<file path="config.mk">
export PLATFORM = sky130hd
export DESIGN_NAME = mem_port_arbiter_flat
export DESIGN_NICKNAME = d
export VERILOG_FILES = /design/src/rtl/mem_port_arbiter_if.sv /design/src/rtl/mem_port_arbiter.sv /design/src/flat_wrapper.sv
export SDC_FILE = /design/constraint.sdc
export NUM_CORES = 1
export LEC_CHECK = 0
export CAP_MARGIN = 20
export CORE_MARGIN = 2
export CORE_UTILIZATION = 47
export DETAILED_ROUTE_END_ITERATION = 6
export PLACE_DENSITY = 0.89
export SYNTH_ARGS = -nofsm -noshare
export SYNTH_HDL_FRONTEND = slang
export SYNTH_SLANG_ARGS = --single-unit
</file>
<file path="constraint.sdc">
create_clock -name mclk -period 4 [get_ports mclk]
set_clock_uncertainty 0.05 [all_clocks]
set_input_delay 1 -clock mclk [delete_from_list [all_inputs] [get_ports mclk]]
set_output_delay 1 -clock mclk [all_outputs]
set_load 0.02 [all_outputs]
</file>
<file path="src/rtl/mem_port_arbiter_if.sv">
// Bundles the CPU-side, DMA-side and cache-side signals of mem_port_arbiter.
// slave is the arbiter's view; master is the requester/cache environment's view.
interface mem_port_arbiter_if #(
  parameter int ADDR_W = 12,
  parameter int DATA_W = 16
);
  logic              cpu_req;
  logic              cpu_wr;
  logic [ADDR_W-1:0] cpu_addr;
  logic [DATA_W-1:0] cpu_wdata;
  logic              cpu_ack;
  logic [DATA_W-1:0] cpu_rdata;

  logic              dma_req;
  logic              dma_wr;
  logic [ADDR_W-1:0] dma_addr;
  logic [DATA_W-1:0] dma_wdata;
  logic              dma_ack;
  logic [DATA_W-1:0] dma_rdata;

  logic [ADDR_W-1:0] cache_addr;
  logic              cache_rd;
  logic              cache_wr;
  logic [DATA_W-1:0] cache_din;
  logic [DATA_W-1:0] cache_dout;
  logic              cache_hit;

  logic              owner;
  logic              busy;
  logic              err;

  modport slave (
    input  cpu_req, cpu_wr, cpu_addr, cpu_wdata,
    output cpu_ack, cpu_rdata,
    input  dma_req, dma_wr, dma_addr, dma_wdata,
    output dma_ack, dma_rdata,
    output cache_addr, cache_rd, cache_wr, cache_din,
    input  cache_dout, cache_hit,
    output owner, busy, err
  );

  modport master (
    output cpu_req, cpu_wr, cpu_addr, cpu_wdata,
    input  cpu_ack, cpu_rdata,
    output dma_req, dma_wr, dma_addr, dma_wdata,
    input  dma_ack, dma_rdata,
    input  cache_addr, cache_rd, cache_wr, cache_din,
    output cache_dout, cache_hit,
    input  owner, busy, err
  );
endinterface

</file>
<file path="src/rtl/mem_port_arbiter.sv">
// Shares the cache CPU port between the Mano CPU and a DMA engine, with a watchdog abort.
// Define ARB_RR_EN for round-robin arbitration; otherwise the CPU has fixed priority.
module mem_port_arbiter #(
  parameter int TIMEOUT = 64,
  parameter int ADDR_W  = 12,
  parameter int DATA_W  = 16
) (
  input logic mclk,
  input logic mrst,
  mem_port_arbiter_if.slave bus
);

  typedef enum logic [1:0] {IDLE, ACCESS, DONE} state_t;

  localparam logic [7:0] TimeoutVal = 8'(TIMEOUT);

  state_t            state_q;
  logic              owner_q;
  logic              wr_q;
  logic              err_q;
  logic              busy_q;
  logic              cpuAck_q;
  logic              dmaAck_q;
  logic              cacheRd_q;
  logic              cacheWr_q;
  logic [ADDR_W-1:0] addr_q;
  logic [DATA_W-1:0] wdata_q;
  logic [DATA_W-1:0] cpuRdata_q;
  logic [DATA_W-1:0] dmaRdata_q;
  logic [7:0]        wdog_q;
  logic [7:0]        wdog_d;
  logic              grantDma_d;
  logic              anyReq;

  always_comb begin
    anyReq = bus.cpu_req | bus.dma_req;
`ifdef ARB_RR_EN
    if (bus.cpu_req && bus.dma_req) begin
      grantDma_d = ~owner_q;
    end else begin
      grantDma_d = bus.dma_req;
    end
`else
    grantDma_d = ~bus.cpu_req;
`endif
    // Saturate so a huge TIMEOUT can never wrap the counter back below it.
    wdog_d = (wdog_q == 8'hFF) ? wdog_q : wdog_q + 8'd1;
  end

  always_ff @(posedge mclk) begin
    if (mrst) begin
      state_q    <= IDLE;
      owner_q    <= 1'b1;
      wr_q       <= 1'b0;
      err_q      <= 1'b0;
      busy_q     <= 1'b0;
      cpuAck_q   <= 1'b0;
      dmaAck_q   <= 1'b0;
      cacheRd_q  <= 1'b0;
      cacheWr_q  <= 1'b0;
      addr_q     <= '0;
      wdata_q    <= '0;
      cpuRdata_q <= '0;
      dmaRdata_q <= '0;
      wdog_q     <= '0;
    end else begin
      case (state_q)
        IDLE: begin
          if (anyReq) begin
            owner_q   <= grantDma_d;
            addr_q    <= grantDma_d ? bus.dma_addr  : bus.cpu_addr;
            wdata_q   <= grantDma_d ? bus.dma_wdata : bus.cpu_wdata;
            wr_q      <= grantDma_d ? bus.dma_wr    : bus.cpu_wr;
            cacheRd_q <= grantDma_d ? ~bus.dma_wr   : ~bus.cpu_wr;
            cacheWr_q <= grantDma_d ? bus.dma_wr    : bus.cpu_wr;
            wdog_q    <= '0;
            err_q     <= 1'b0;
            busy_q    <= 1'b1;
            state_q   <= ACCESS;
          end
        end
        ACCESS: begin
          if (bus.cache_hit) begin
            // Writers get zero back so stale read data never leaks through an ack.
            if (owner_q) begin
              dmaRdata_q <= wr_q ? '0 : bus.cache_dout;
              dmaAck_q   <= 1'b1;
            end else begin
              cpuRdata_q <= wr_q ? '0 : bus.cache_dout;
              cpuAck_q   <= 1'b1;
            end
            cacheRd_q <= 1'b0;
            cacheWr_q <= 1'b0;
            state_q   <= DONE;
          end else begin
            wdog_q <= wdog_d;
            if (wdog_d >= TimeoutVal) begin
              if (owner_q) begin
                dmaRdata_q <= '0;
                dmaAck_q   <= 1'b1;
              end else begin
                cpuRdata_q <= '0;
                cpuAck_q   <= 1'b1;
              end
              err_q     <= 1'b1;
              cacheRd_q <= 1'b0;
              cacheWr_q <= 1'b0;
              state_q   <= DONE;
            end
          end
        end
        DONE: begin
          cpuAck_q <= 1'b0;
          dmaAck_q <= 1'b0;
          err_q    <= 1'b0;
          busy_q   <= 1'b0;
          state_q  <= IDLE;
        end
        default: begin
          state_q <= IDLE;
        end
      endcase
    end
  end

  assign bus.cpu_ack    = cpuAck_q;
  assign bus.cpu_rdata  = cpuRdata_q;
  assign bus.dma_ack    = dmaAck_q;
  assign bus.dma_rdata  = dmaRdata_q;
  assign bus.cache_addr = addr_q;
  assign bus.cache_din  = wdata_q;
  assign bus.cache_rd   = cacheRd_q;
  assign bus.cache_wr   = cacheWr_q;
  assign bus.owner      = owner_q;
  assign bus.busy       = busy_q;
  assign bus.err        = err_q;

endmodule

</file>
<file path="src/flat_wrapper.sv">
// flat-port wrapper written by rule: the top's interface ports become plain ports
module mem_port_arbiter_flat 
#(
  parameter int TIMEOUT = 64,
  parameter int ADDR_W  = 12,
  parameter int DATA_W  = 16
)
  (mclk, mrst, bus_cpu_req, bus_cpu_wr, bus_cpu_addr, bus_cpu_wdata, bus_cpu_ack, bus_cpu_rdata, bus_dma_req, bus_dma_wr, bus_dma_addr, bus_dma_wdata, bus_dma_ack, bus_dma_rdata, bus_cache_addr, bus_cache_rd, bus_cache_wr, bus_cache_din, bus_cache_dout, bus_cache_hit, bus_owner, bus_busy, bus_err);
  mem_port_arbiter_if #(.ADDR_W(ADDR_W), .DATA_W(DATA_W)) bus_i ();
  input logic mclk;
  input logic mrst;
  input wire logic [$bits(bus_i.cpu_req)-1:0] bus_cpu_req;
  input wire logic [$bits(bus_i.cpu_wr)-1:0] bus_cpu_wr;
  input wire logic [$bits(bus_i.cpu_addr)-1:0] bus_cpu_addr;
  input wire logic [$bits(bus_i.cpu_wdata)-1:0] bus_cpu_wdata;
  output wire logic [$bits(bus_i.cpu_ack)-1:0] bus_cpu_ack;
  output wire logic [$bits(bus_i.cpu_rdata)-1:0] bus_cpu_rdata;
  input wire logic [$bits(bus_i.dma_req)-1:0] bus_dma_req;
  input wire logic [$bits(bus_i.dma_wr)-1:0] bus_dma_wr;
  input wire logic [$bits(bus_i.dma_addr)-1:0] bus_dma_addr;
  input wire logic [$bits(bus_i.dma_wdata)-1:0] bus_dma_wdata;
  output wire logic [$bits(bus_i.dma_ack)-1:0] bus_dma_ack;
  output wire logic [$bits(bus_i.dma_rdata)-1:0] bus_dma_rdata;
  output wire logic [$bits(bus_i.cache_addr)-1:0] bus_cache_addr;
  output wire logic [$bits(bus_i.cache_rd)-1:0] bus_cache_rd;
  output wire logic [$bits(bus_i.cache_wr)-1:0] bus_cache_wr;
  output wire logic [$bits(bus_i.cache_din)-1:0] bus_cache_din;
  input wire logic [$bits(bus_i.cache_dout)-1:0] bus_cache_dout;
  input wire logic [$bits(bus_i.cache_hit)-1:0] bus_cache_hit;
  output wire logic [$bits(bus_i.owner)-1:0] bus_owner;
  output wire logic [$bits(bus_i.busy)-1:0] bus_busy;
  output wire logic [$bits(bus_i.err)-1:0] bus_err;
  assign bus_i.cpu_req = bus_cpu_req;
  assign bus_i.cpu_wr = bus_cpu_wr;
  assign bus_i.cpu_addr = bus_cpu_addr;
  assign bus_i.cpu_wdata = bus_cpu_wdata;
  assign bus_cpu_ack = bus_i.cpu_ack;
  assign bus_cpu_rdata = bus_i.cpu_rdata;
  assign bus_i.dma_req = bus_dma_req;
  assign bus_i.dma_wr = bus_dma_wr;
  assign bus_i.dma_addr = bus_dma_addr;
  assign bus_i.dma_wdata = bus_dma_wdata;
  assign bus_dma_ack = bus_i.dma_ack;
  assign bus_dma_rdata = bus_i.dma_rdata;
  assign bus_cache_addr = bus_i.cache_addr;
  assign bus_cache_rd = bus_i.cache_rd;
  assign bus_cache_wr = bus_i.cache_wr;
  assign bus_cache_din = bus_i.cache_din;
  assign bus_i.cache_dout = bus_cache_dout;
  assign bus_i.cache_hit = bus_cache_hit;
  assign bus_owner = bus_i.owner;
  assign bus_busy = bus_i.busy;
  assign bus_err = bus_i.err;
  mem_port_arbiter #(.TIMEOUT(TIMEOUT), .ADDR_W(ADDR_W), .DATA_W(DATA_W)) u_core (.mclk(mclk), .mrst(mrst), .bus(bus_i));
endmodule
</file>
==> run_results.csv <==
group,metric,value,unit
power,power_frac_clock,0.324,
timing,slew_headroom,0.335,
synth,syn-mean-instance-area,9.38,sq um
synth,yosys_warnings,0,
synth,synth_cell_type_count,47,
min_path,hold_class,"register to register",
power,pwr-share-seq,0.427,
floorplan,die-width,93.6,microns
place,dp_hpwl,7240,microns
worst_setup_path,critPathCaptureType,"register",
floorplan,rows,32,
clock_tree,clk_latency,340,ps
clock_tree,postCtsSetupBuffers,0,
cells_and_area,nNetsFinal,609,
place,place.gp.congestion,0.849,
synth,synth_edf_count,0,
global_route,grt_max_degree,63,
timing,min_period_over_period,0.701,
cells_and_area,layoutNonFillerInstCount,633,
routing,drt-vias-per-instance,5.71,
clock_tree,numCtsBuffers,9,
floorplan,core,7770,sq um
power,power_switching,0.583,mW
clock_tree,clockBufferDepth,2,
power,power.internal,1.44,mW
cells_and_area,diodes,0,
timing,fmax,357,MHz
routing,ant_nets,0,
worst_setup_path,cpPeakStageDelay,600,ps
worst_setup_path,path_cells,"clkdlybuf4s50_1 -> nand2_1 -> nor3_2 -> buf_4 -> nand2_1 -> a311oi_2",
job,maxCapViolations,0,
global_route,grt_use_total,0.233,
routing,dr.first_iter.drc_count,237,
routing,wirelength,10300,microns
worst_setup_path,arrival,3000,ps
worst_setup_path,start_kind,"primary input",
global_route,grt-ovfl-total,0,
timing,fin_setup_tns,0,ps
worst_setup_path,cp_top_family,"buffers and inverters",
cells_and_area,area_growth_syn_to_layout,44.7,%
synth,ys_ff_latch,78,
worst_setup_path,cpMostUsedCell,"nand2_1",
worst_setup_path,slowest_stage,"clkdlybuf4s50_1",
power,p_sw_frac,0.288,
clock_tree,post_cts_resized,0,
routing,drc,0,
routing,routedWlPerCell,16.3,microns
routing,drtPass1Iterations,4,
power,p_leak,1.90,nW
power,power_per_cell_area,371,nW/um^2
clock_tree,cts_tree,"done",
timing,slew_viol_final,0,
timing,rsz0062_at_grt,"no",
timing,setup_viol,0,
cells_and_area,mostFrequentLayoutCell,"clkdlybuf4s50_1",
cells_and_area,post-route-util,0.702,
worst_setup_path,path_class,"primary input to register",
place,io_buffers,145,
global_route,grt_pass1_vias,3360,
timing,tightestPinTransition,992,ps
power,combPwrFrac,0.249,
cells_and_area,layout-drive-gt1-share,0.111,
status,status,"finished, final reports clean",
clock_tree,clock_sinks,78,
power,vdd_drop_max,0.000223,V
timing,timing.final.crit_period,2800,ps
worst_setup_path,path_max_fanout,20,
cells_and_area,final_cell_mix,"143 x clkdlybuf4s50_1, 78 x dfxtp_1, 41 x a21oi_1",
global_route,grt_pass1_wl,16400,microns
floorplan,die_area,8750,sq um
timing,hold_viol_final,0,
floorplan,initial_utilization,0.485,
clock_tree,clock-root-buffer,"clkbuf_8",
worst_setup_path,cp_num_buf_inv,2,
synth,yosysSeqAreaShare,0.414,
clock_tree,htree_num_levels,3,
synth,syn_nets,485,
synth,synth_area,3770,sq um
synth,synthFlopType,"dfxtp_1",
place,place_area,5210,sq um
place,dp.cells,616,
timing,timing.hold.ws,436,ps
clock_tree,hold_buffers,0,
floorplan,ioPinCount,146,
synth,ys_async_sr_fraction,0,
cells_and_area,final_cell_area,5460,sq um
synth,syn_inst,402,
clock_tree,path_clk_slew,80,ps
worst_setup_path,cp.required,4200,ps
cells_and_area,fillerInstances,600,
global_route,antenna_found_initial,0,
floorplan,dieHeight,93.6,microns
routing,num_vias,3614,
-- final timing paths --
path                                          start                 endpoint  slack, ps  cells after the start
worst min register to register  u_core.bus.cache_rd      u_core.bus.cache_rd        440                      2
worst min-delay path            u_core.bus.cache_rd      u_core.bus.cache_rd        440                      2
worst max register to register    u_core.state_q[1]  u_core.bus.dma_rdata[0]       1600                      7
worst max-delay path                  bus_cache_hit  u_core.bus.dma_rdata[0]       1200                      6
-- power groups by stage --
stage / Sequential, mW / Clock [mW] / Combinational, mW
global placement: 0.880 / 0 / 0.482
floorplan: 0.943 / 0 / 0.207
detailed placement: 0.882 / 0 / 0.496
finish: 0.865 / 0.655 / 0.503
CTS: 0.865 / 0.666 / 0.498
global route: 0.872 / 0.704 / 0.542
-- metal layers --
metal,global-route usage,part of all wire,up-vias
li1,-,-,1771
met1,0.313,0.42,1698
met2,0.363,0.49,127
met3,0.0629,0.066,18
met4,0.0761,0.019,0
met5,0,0,-
-- state kept, by name (all words and copies together) (netlist names) --
register	count
u_core.bus.busy	1
u_core.bus.cache_din	16
u_core.state_q	2
u_core.bus.owner	1
u_core.bus.cache_wr	1
u_core.bus.cpu_rdata	16
u_core.bus.cache_addr	12
u_core.bus.cpu_ack	1
u_core.bus.err	1
u_core.wdog_q	8
u_core.bus.cache_rd	1
u_core.wr_q	1
u_core.bus.dma_rdata	16
u_core.bus.dma_ack	1
-- worst min-delay path, delay by kind of cell (launching register included) --
family / cells / cell delay (ps)
flops: 1 / 320
compound gates: 1 / 70
simple gates: 1 / 50
-- cell families (layout without fill, tap and decap cells) --
logic type                 after synthesis  in the layout  synth area share
AOI/OAI and AO/OA                      136            136             0.305
adders and majority gates                4              4            0.0133
buffers and inverters                   46            175            0.0554
DFF                                     78             78             0.414
muxes                                   30             30            0.0797
and+or+nand+nor                        108            108             0.133
-- cell usage after synthesis (2+ instances only) --
master    instances  area [sq um]
a21oi_1          41           205
ha_1              4          50.1
nand4_1           2          12.5
a21o_1            2          15.0
nor3_1            5          25.0
and4_1            3          26.3
mux2i_1          30           300
dfxtp_1          78          1560
buf_6             3          33.8
a211oi_1         32           240
o31ai_1           2          15.0
a311oi_1          4          35.0
nor2b_1           3          18.8
buf_4             2          15.0
nand2_1          36           135
buf_2             5          25.0
nand3_1           6          30.0
nor2_1           36           135
clkbuf_1         26          97.6
buf_1             2          7.51
a31oi_1           3          18.8
or3_1             2          12.5
a41oi_1           3          26.3
o21ai_0           8          40.0
a311oi_2         28           420
and3_1            3          18.8
nor4_1            4          25.0
and2_1            3          18.8
inv_1             8          30.0
-- metrics by stage --
stage | setup WS [ps] | total power [mW]
2_1_floorplan | 1740 | 1.15
3_3_place_gp | 1010 | 1.36
3_5_place_dp | 904 | 1.38
4_1_cts | 1240 | 2.03
5_1_grt | 1010 | 2.12
6_report | 1200 | 2.02
-- layout make-up --
class	instances	area [sq um]	share of cell area
well taps	102	128	0.0234
inverters	8	30.0	0.00550
multi-input cells	278	2010	0.369
repair buffers	151	1500	0.275
clock inverters	5	82.6	0.0151
flip-flops and latches	78	1560	0.286
clock buffers	11	141	0.0259
No activity file was read; power rests on OpenSTA's default activity.
